$ cat src/rtl/seg7_pkg.sv
// Shared definitions for the seven-segment display controller:
// FSM state encoding, segment constants and the BCD digit pattern table.
package seg7_pkg;

    typedef enum logic [1:0] {
        IDLE  = 2'd0,
        SHIFT = 2'd1,
        DONE  = 2'd2
    } state_t;

    // Active-low segments, bit order g..a (MSB = g)
    localparam logic [6:0] SEG_BLANK = 7'b1111111;
    localparam logic [6:0] SEG_ALL   = 7'b0000000;

    // Index n holds the pattern for digit n
    localparam logic [9:0][6:0] SEG_DIGITS = {
        7'b0010000,  // 9
        7'b0000000,  // 8
        7'b1111000,  // 7
        7'b0000010,  // 6
        7'b0010010,  // 5
        7'b0011001,  // 4
        7'b0110000,  // 3
        7'b0100100,  // 2
        7'b1111001,  // 1
        7'b1000000   // 0
    };

    // 10^n, used for the elaboration-time digit-count check
    function automatic longint unsigned pow10(input int unsigned n);
        longint unsigned r;
        r = 64'd1;
        for (int unsigned i = 0; i < n; i++) begin
            r = r * 64'd10;
        end
        return r;
    endfunction

endpackage

$ cat src/rtl/seg7_digit_decoder.sv
// Combinational BCD digit to active-low seven-segment decoder.
// Ports:
//   bcd   - 4-bit BCD digit
//   seg_c - active-low segments g..a; non-decimal codes give all segments off
module seg7_digit_decoder
    import seg7_pkg::*;
(
    input  logic [3:0] bcd,
    output logic [6:0] seg_c
);

    always_comb begin
        seg_c = SEG_BLANK;
        if (bcd <= 4'd9) begin
            seg_c = SEG_DIGITS[bcd];
        end
    end

endmodule

$ cat src/rtl/seg7_bin_display_ctrl.sv
// Binary-to-seven-segment display controller. A start strobe captures din,
// an iterative shift-add-3 converts it to BCD over DIN_W cycles, and the
// resulting digits are latched and decoded onto the HEX displays.
// Ports:
//   CLOCK_50  - system clock
//   reset     - asynchronous active-high reset
//   start     - convert request, honoured only when idle
//   din       - binary value captured with an accepted start
//   blank_lz  - blank leading-zero digits (units digit always shown)
//   lamp_test - drive every segment on
//   busy      - conversion in progress (SHIFT or DONE)
//   done      - one-cycle pulse when new digits appear
//   HEX       - active-low segments, HEX[6:0] is the units digit
module seg7_bin_display_ctrl
    import seg7_pkg::*;
#(
    parameter int unsigned DIN_W = 9,
    parameter int unsigned NDIG  = 3
) (
    input  logic              CLOCK_50,
    input  logic              reset,
    input  logic              start,
    input  logic [DIN_W-1:0]  din,
    input  logic              blank_lz,
    input  logic              lamp_test,
    output logic              busy,
    output logic              done,
    output logic [7*NDIG-1:0] HEX
);

    localparam int unsigned BCD_W = 4 * NDIG;
    localparam int unsigned CNT_W = $clog2(DIN_W + 1);
    localparam int unsigned SH_W  = BCD_W + DIN_W;

    // Every DIN_W-bit value must fit in NDIG decimal digits
    if (pow10(NDIG) <= (64'd1 << DIN_W)) begin : g_width_check
        $error("seg7_bin_display_ctrl: NDIG too small for DIN_W");
    end

    state_t             state_q, state_d;
    logic [CNT_W-1:0]   cnt_q,   cnt_d;
    logic [DIN_W-1:0]   bin_q,   bin_d;
    logic [BCD_W-1:0]   bcd_q,   bcd_d;
    logic [BCD_W-1:0]   disp_q,  disp_d;
    logic               busy_d,  done_d;

    logic [BCD_W-1:0]   bcd_adj;
    logic [SH_W-1:0]    shifted;
    logic [NDIG-1:0]    blank_c;
    logic               lead_zero;

    // State and datapath registers
    always_ff @(posedge CLOCK_50 or posedge reset) begin
        if (reset) begin
            state_q <= IDLE;
            cnt_q   <= '0;
            bin_q   <= '0;
            bcd_q   <= '0;
            disp_q  <= '0;
            busy    <= 1'b0;
            done    <= 1'b0;
        end else begin
            state_q <= state_d;
            cnt_q   <= cnt_d;
            bin_q   <= bin_d;
            bcd_q   <= bcd_d;
            disp_q  <= disp_d;
            busy    <= busy_d;
            done    <= done_d;
        end
    end

    // Next state, shift-add-3 datapath and registered flag values
    always_comb begin
        state_d = state_q;
        cnt_d   = cnt_q;
        bin_d   = bin_q;
        bcd_d   = bcd_q;
        disp_d  = disp_q;

        bcd_adj = bcd_q;
        for (int i = 0; i < int'(NDIG); i++) begin
            if (bcd_q[4*i +: 4] >= 4'd5) begin
                bcd_adj[4*i +: 4] = bcd_q[4*i +: 4] + 4'd3;
            end
        end
        shifted = {bcd_adj[BCD_W-2:0], bin_q, 1'b0};

        case (state_q)
            IDLE: begin
                if (start) begin
                    bin_d   = din;
                    bcd_d   = '0;
                    cnt_d   = CNT_W'(DIN_W);
                    state_d = SHIFT;
                end
            end
            SHIFT: begin
                bin_d = shifted[DIN_W-1:0];
                bcd_d = shifted[SH_W-1:DIN_W];
                cnt_d = cnt_q - CNT_W'(1);
                if (cnt_q == CNT_W'(1)) begin
                    disp_d  = shifted[SH_W-1:DIN_W];
                    state_d = DONE;
                end
            end
            DONE: begin
                state_d = IDLE;
            end
            default: begin
                state_d = IDLE;
            end
        endcase

        busy_d = (state_d != IDLE);
        done_d = (state_d == DONE);
    end

    // Digit i>0 blanks when it and every higher digit are zero
    always_comb begin
        blank_c   = '0;
        lead_zero = 1'b1;
        for (int i = int'(NDIG) - 1; i >= 1; i--) begin
            lead_zero  = lead_zero & (disp_q[4*i +: 4] == 4'd0);
            blank_c[i] = blank_lz & lead_zero;
        end
    end

    for (genvar g = 0; g < int'(NDIG); g++) begin : g_digit
        logic [6:0] seg_c;

        seg7_digit_decoder u_dec (
            .bcd   (disp_q[4*g +: 4]),
            .seg_c (seg_c)
        );

        assign HEX[7*g +: 7] = lamp_test  ? SEG_ALL   :
                               blank_c[g] ? SEG_BLANK : seg_c;
    end

endmodule

$ cat config.mk
export PLATFORM = sky130hd
export DESIGN_NAME = seg7_bin_display_ctrl
export DESIGN_NICKNAME = d
export VERILOG_FILES = /design/src/rtl/seg7_pkg.sv /design/src/rtl/seg7_digit_decoder.sv /design/src/rtl/seg7_bin_display_ctrl.sv
export SDC_FILE = /design/constraint.sdc
export NUM_CORES = 1
export LEC_CHECK = 0
export ABC_CLOCK_PERIOD_IN_PS = 1600
export CAP_MARGIN = 15
export CORE_MARGIN = 2
export CORE_UTILIZATION = 49
export CTS_CLUSTER_SIZE = 24
export DETAILED_ROUTE_END_ITERATION = 6
export GPL_TIMING_DRIVEN = 1
export PLACE_DENSITY = 0.76
export SLEW_MARGIN = 20
export SYNTH_ARGS = -nofsm -noshare
export SYNTH_HDL_FRONTEND = slang
export SYNTH_SLANG_ARGS = --single-unit
$ cat constraint.sdc
create_clock -name CLOCK_50 -period 1.6 [get_ports CLOCK_50]
set_input_delay 0.24 -clock CLOCK_50 [delete_from_list [all_inputs] [get_ports CLOCK_50]]
set_output_delay 0.24 -clock CLOCK_50 [all_outputs]
set_load 0.02 [all_outputs]
==> results.md <==
* Leak at 0.001664 µW
* Post-synthesis cell area at 2526 µm²
* Distinct cells, synth at 39
* Crit path kind: reg -> out
* Core ar. at 5042 µm²
* Min setup slack post-route at -635.1 ps
* Slew margin rel. at 0.6854
* Initial Util at 0.5010
* Max cap viols at 0
* Root Driver: clkbuf_8
* CTS tree: yes
* RSZ-0062 raised after global routing: true
* Final max-slew violation count at 0
* WP data arrival at 2000 ps
* Failing checks: negative setup slack
* Routed length per placed instance at 13.71 µm
* Ordered list of cells on the worst path: inv_2 > ha_4 > and3b_2 > and3b_2 > or4_4 > o311a_4 > buf_6
* Endpoint type of the worst setup path: primary output
* P_int at 4728 µW
* Filler Cell Count at 366
* Period minus WS final at 2235 ps
* Die Y at 75.80 µm
* CTS Sinks at 41
* Sw Ratio at 0.4268
* NetSw at 3521 µW
* Finished Layout Cells at 445
* Area of the multi-input gates at 1584 µm²
* Ant diodes at 0
* Vias in the first global route at 2151
* Final Skew at 5.825 ps
* CP Data Required Time at 1360 ps
* Hold_buf cts at 0
* Worst IR drop on VDD at 0.001179 V
* TritonCTS Buffers at 5
* Register Area at 1026 µm²
* Sequential share of power at 0.230
* Worst-Skew Late Latency at 290 ps
* H-Tree Depth at 2
* Top FF cell, synth: dfrtp_1
* Status: finished with violations
* Cells after synthesis at 284
* Combinational Power Share at 0.688
* Clock Path Buffers at 2
* Synth area leader: dfrtp_1
* Total power at 8249 µW
* Crit-path max cell delay at 440 ps
* # rows at 26
* Synth top area cells: dfrtp_1 (41%), ha_1 (11%), o21ai_0 (8.1%)
* Global placement routability congestion at 0.7709
* Crit path top cell by count: and3b_2
* Fmax at 447.4 MHz
* Critical path fanouts, max at 3
* DRC viols at 0
* Worst Hold Class: in -> async
* Grt ovf at 0
* Reg clk slew, reported paths at 80 ps
* Pwr per Cell Area at 2210 nW/µm²
* Post-DP HPWL at 4128 µm
* Placed Area at 3332 µm²
* Top cell type's share of synthesized area at 0.4061
* Async SR Flop Fraction at 1.000
* Seq cells post-synth at 41
* Final period util at 1.397
* Final nets at 412
* Die Area at 5746 µm²
* Synth Warn # at 0
* Largest net degree at the start of global routing at 42
* Synth-to-Final Area Change at 47.80%
* WL final at 6100 µm
* Die W at 75.80 µm
* Via count of the routed design at 2344
* # setup viols final at 21
* CP startpoint kind: register
* Num ports at 37
* Placed instance count at 424
* DRT iter0 DRCs at 74
* Drt first pass iters at 4
* Synthesized area per cell at 8.895 µm²
* EDFF count, synth at 0
* Clock network power share at 0.083
* Slew @ Worst Pin at 468.7 ps
* First-pass GRT wire length at 9439 µm
* Design area at 3734 µm²
* Layout cells sized above 1 at 0.3920
* Proportion of synthesized chip area in sequential cells at 0.4061
* Slowest-stage cell, CP: or4_4
* Syn_nets at 321
* Via density at 5.267
* Antenna-violating nets left at 0
* PortBufs at 36
* Antenna violations before repair at 0
* Total track usage at 0.2156
* Final Hold Fails at 0
[area by class of cell]
cell class	instances	share of cell area
multi-input cells	205	0.4243
flip-flops and latches	41	0.2748
repair buffers	99	0.2299
inverters	23	0.02446
well taps	70	0.02346
clock buffers	7	0.02312
[cell families after synthesis]
group / share of synthesized area
buffers and inverters: 0.06439
AO/OA/AOI/OAI: 0.2387
XOR/XNOR: 0.01040
AND/OR/NAND/NOR: 0.1312
multiplexers: 0.03517
flip-flops: 0.4061
adder cells (fa/ha/maj): 0.1139
[cells in the final DEF (no fill, tap or decap), types with 4 or more instances in the layout]
master	n
a21oi_1	13
a21oi_2	15
a22o_1	4
a22oi_1	8
buf_4	64
buf_6	12
clkbuf_8	6
clkdlybuf4s15_2	6
clkdlybuf4s50_1	15
dfrtp_1	41
ha_1	13
ha_4	7
inv_1	15
inv_2	7
mux2_4	4
nand2_1	32
nand2b_1	7
nor2_1	10
nor2b_1	4
nor3_1	4
o21ai_0	31
o21ai_1	8
[path summary, 6_finish.rpt]
check,startpoint,endpoint,slack [ps],cells after the start
max reg2reg,cnt_q[1],disp_q[5],0,6
min,reset,bcd_q[1],290,3
min in group CLOCK_50,bin_q[6],bin_q[6],490,2
min reg2reg,bin_q[6],bin_q[6],490,2
max in group asynchronous,reset,bcd_q[7],1100,3
max,disp_q[8],HEX[7],-640,7
[timing repair]
action / in CTS / in global routing
buffers inserted: 7 / 7
pin swaps: 12 / 7
endpoints found under the setup margin: 33 / 34
gates resized for setup: 131 / 31
[critical path: cells and delay by family, from the launching register on]
kind | cells | cell delay, ps
and+or+nand+nor | 3 | 870
DFF | 1 | 360
buffers and inverters | 2 | 190
adders and majority gates | 1 | 150
AOI/OAI and AO/OA | 1 | 130
[power groups by stage]
stage | combinational [µW] | clock [µW] | sequential [µW]
3_5_place_dp | 4770 | 0 | 1870
2_1_floorplan | 2830 | 0 | 1830
5_1_grt | 6190 | 735 | 1950
3_3_place_gp | 4600 | 0 | 1840
4_1_cts | 5220 | 695 | 1870
6_report | 5670 | 682 | 1900
[metrics by stage]
| stage | setup TNS [ps] | setup WS (ps) | util | hold WS [ps] |
|---|---|---|---|---|
| 6_report | -8968 | -635.1 | 0.7404 | 288.9 |
| 5_1_grt | -10670 | -739.6 | 0.7404 | 349.3 |
| 4_1_cts | -7840 | -588.8 | 0.7149 | 303.0 |
| 3_5_place_dp | -11990 | -774.8 | 0.6608 | 471.2 |
| 3_3_place_gp | -10890 | -739.0 | 0.6608 | 463.7 |
| 2_1_floorplan | -1249 | -207.1 | - | 401.5 |
[registers in the layout, summed over array words and instances, names as in the netlist]
signal,flops
cnt_q,4
done,1
busy,1
bin_q,9
state_q,2
disp_q,12
bcd_q,12
[metal layers]
| metal | vias up | global-route usage | wire (µm) |
|---|---|---|---|
| met1 | 1099 | 0.2572 | 2608 |
| met2 | 70 | 0.3889 | 3136 |
| met5 | - | 0 | 0 |
| met4 | 0 | 0.06823 | 82 |
| met3 | 9 | 0.04233 | 272 |
| li1 | 1166 | - | - |
[cells in the mapped netlist, types with 3 or more instances]
cell,number
dfrtp_1,41
nand2b_1,7
mux2_2,7
inv_1,22
o21ai_0,41
buf_2,3
nand2_1,33
nor2_1,12
ha_1,23
nor3_1,4
nor2b_1,4
o22ai_1,3
clkbuf_1,10
nor3b_1,3
a22oi_1,9
or4_1,3
a22o_1,4
xnor2_1,3
a21oi_1,27
(Power assumes the default switching activity.)
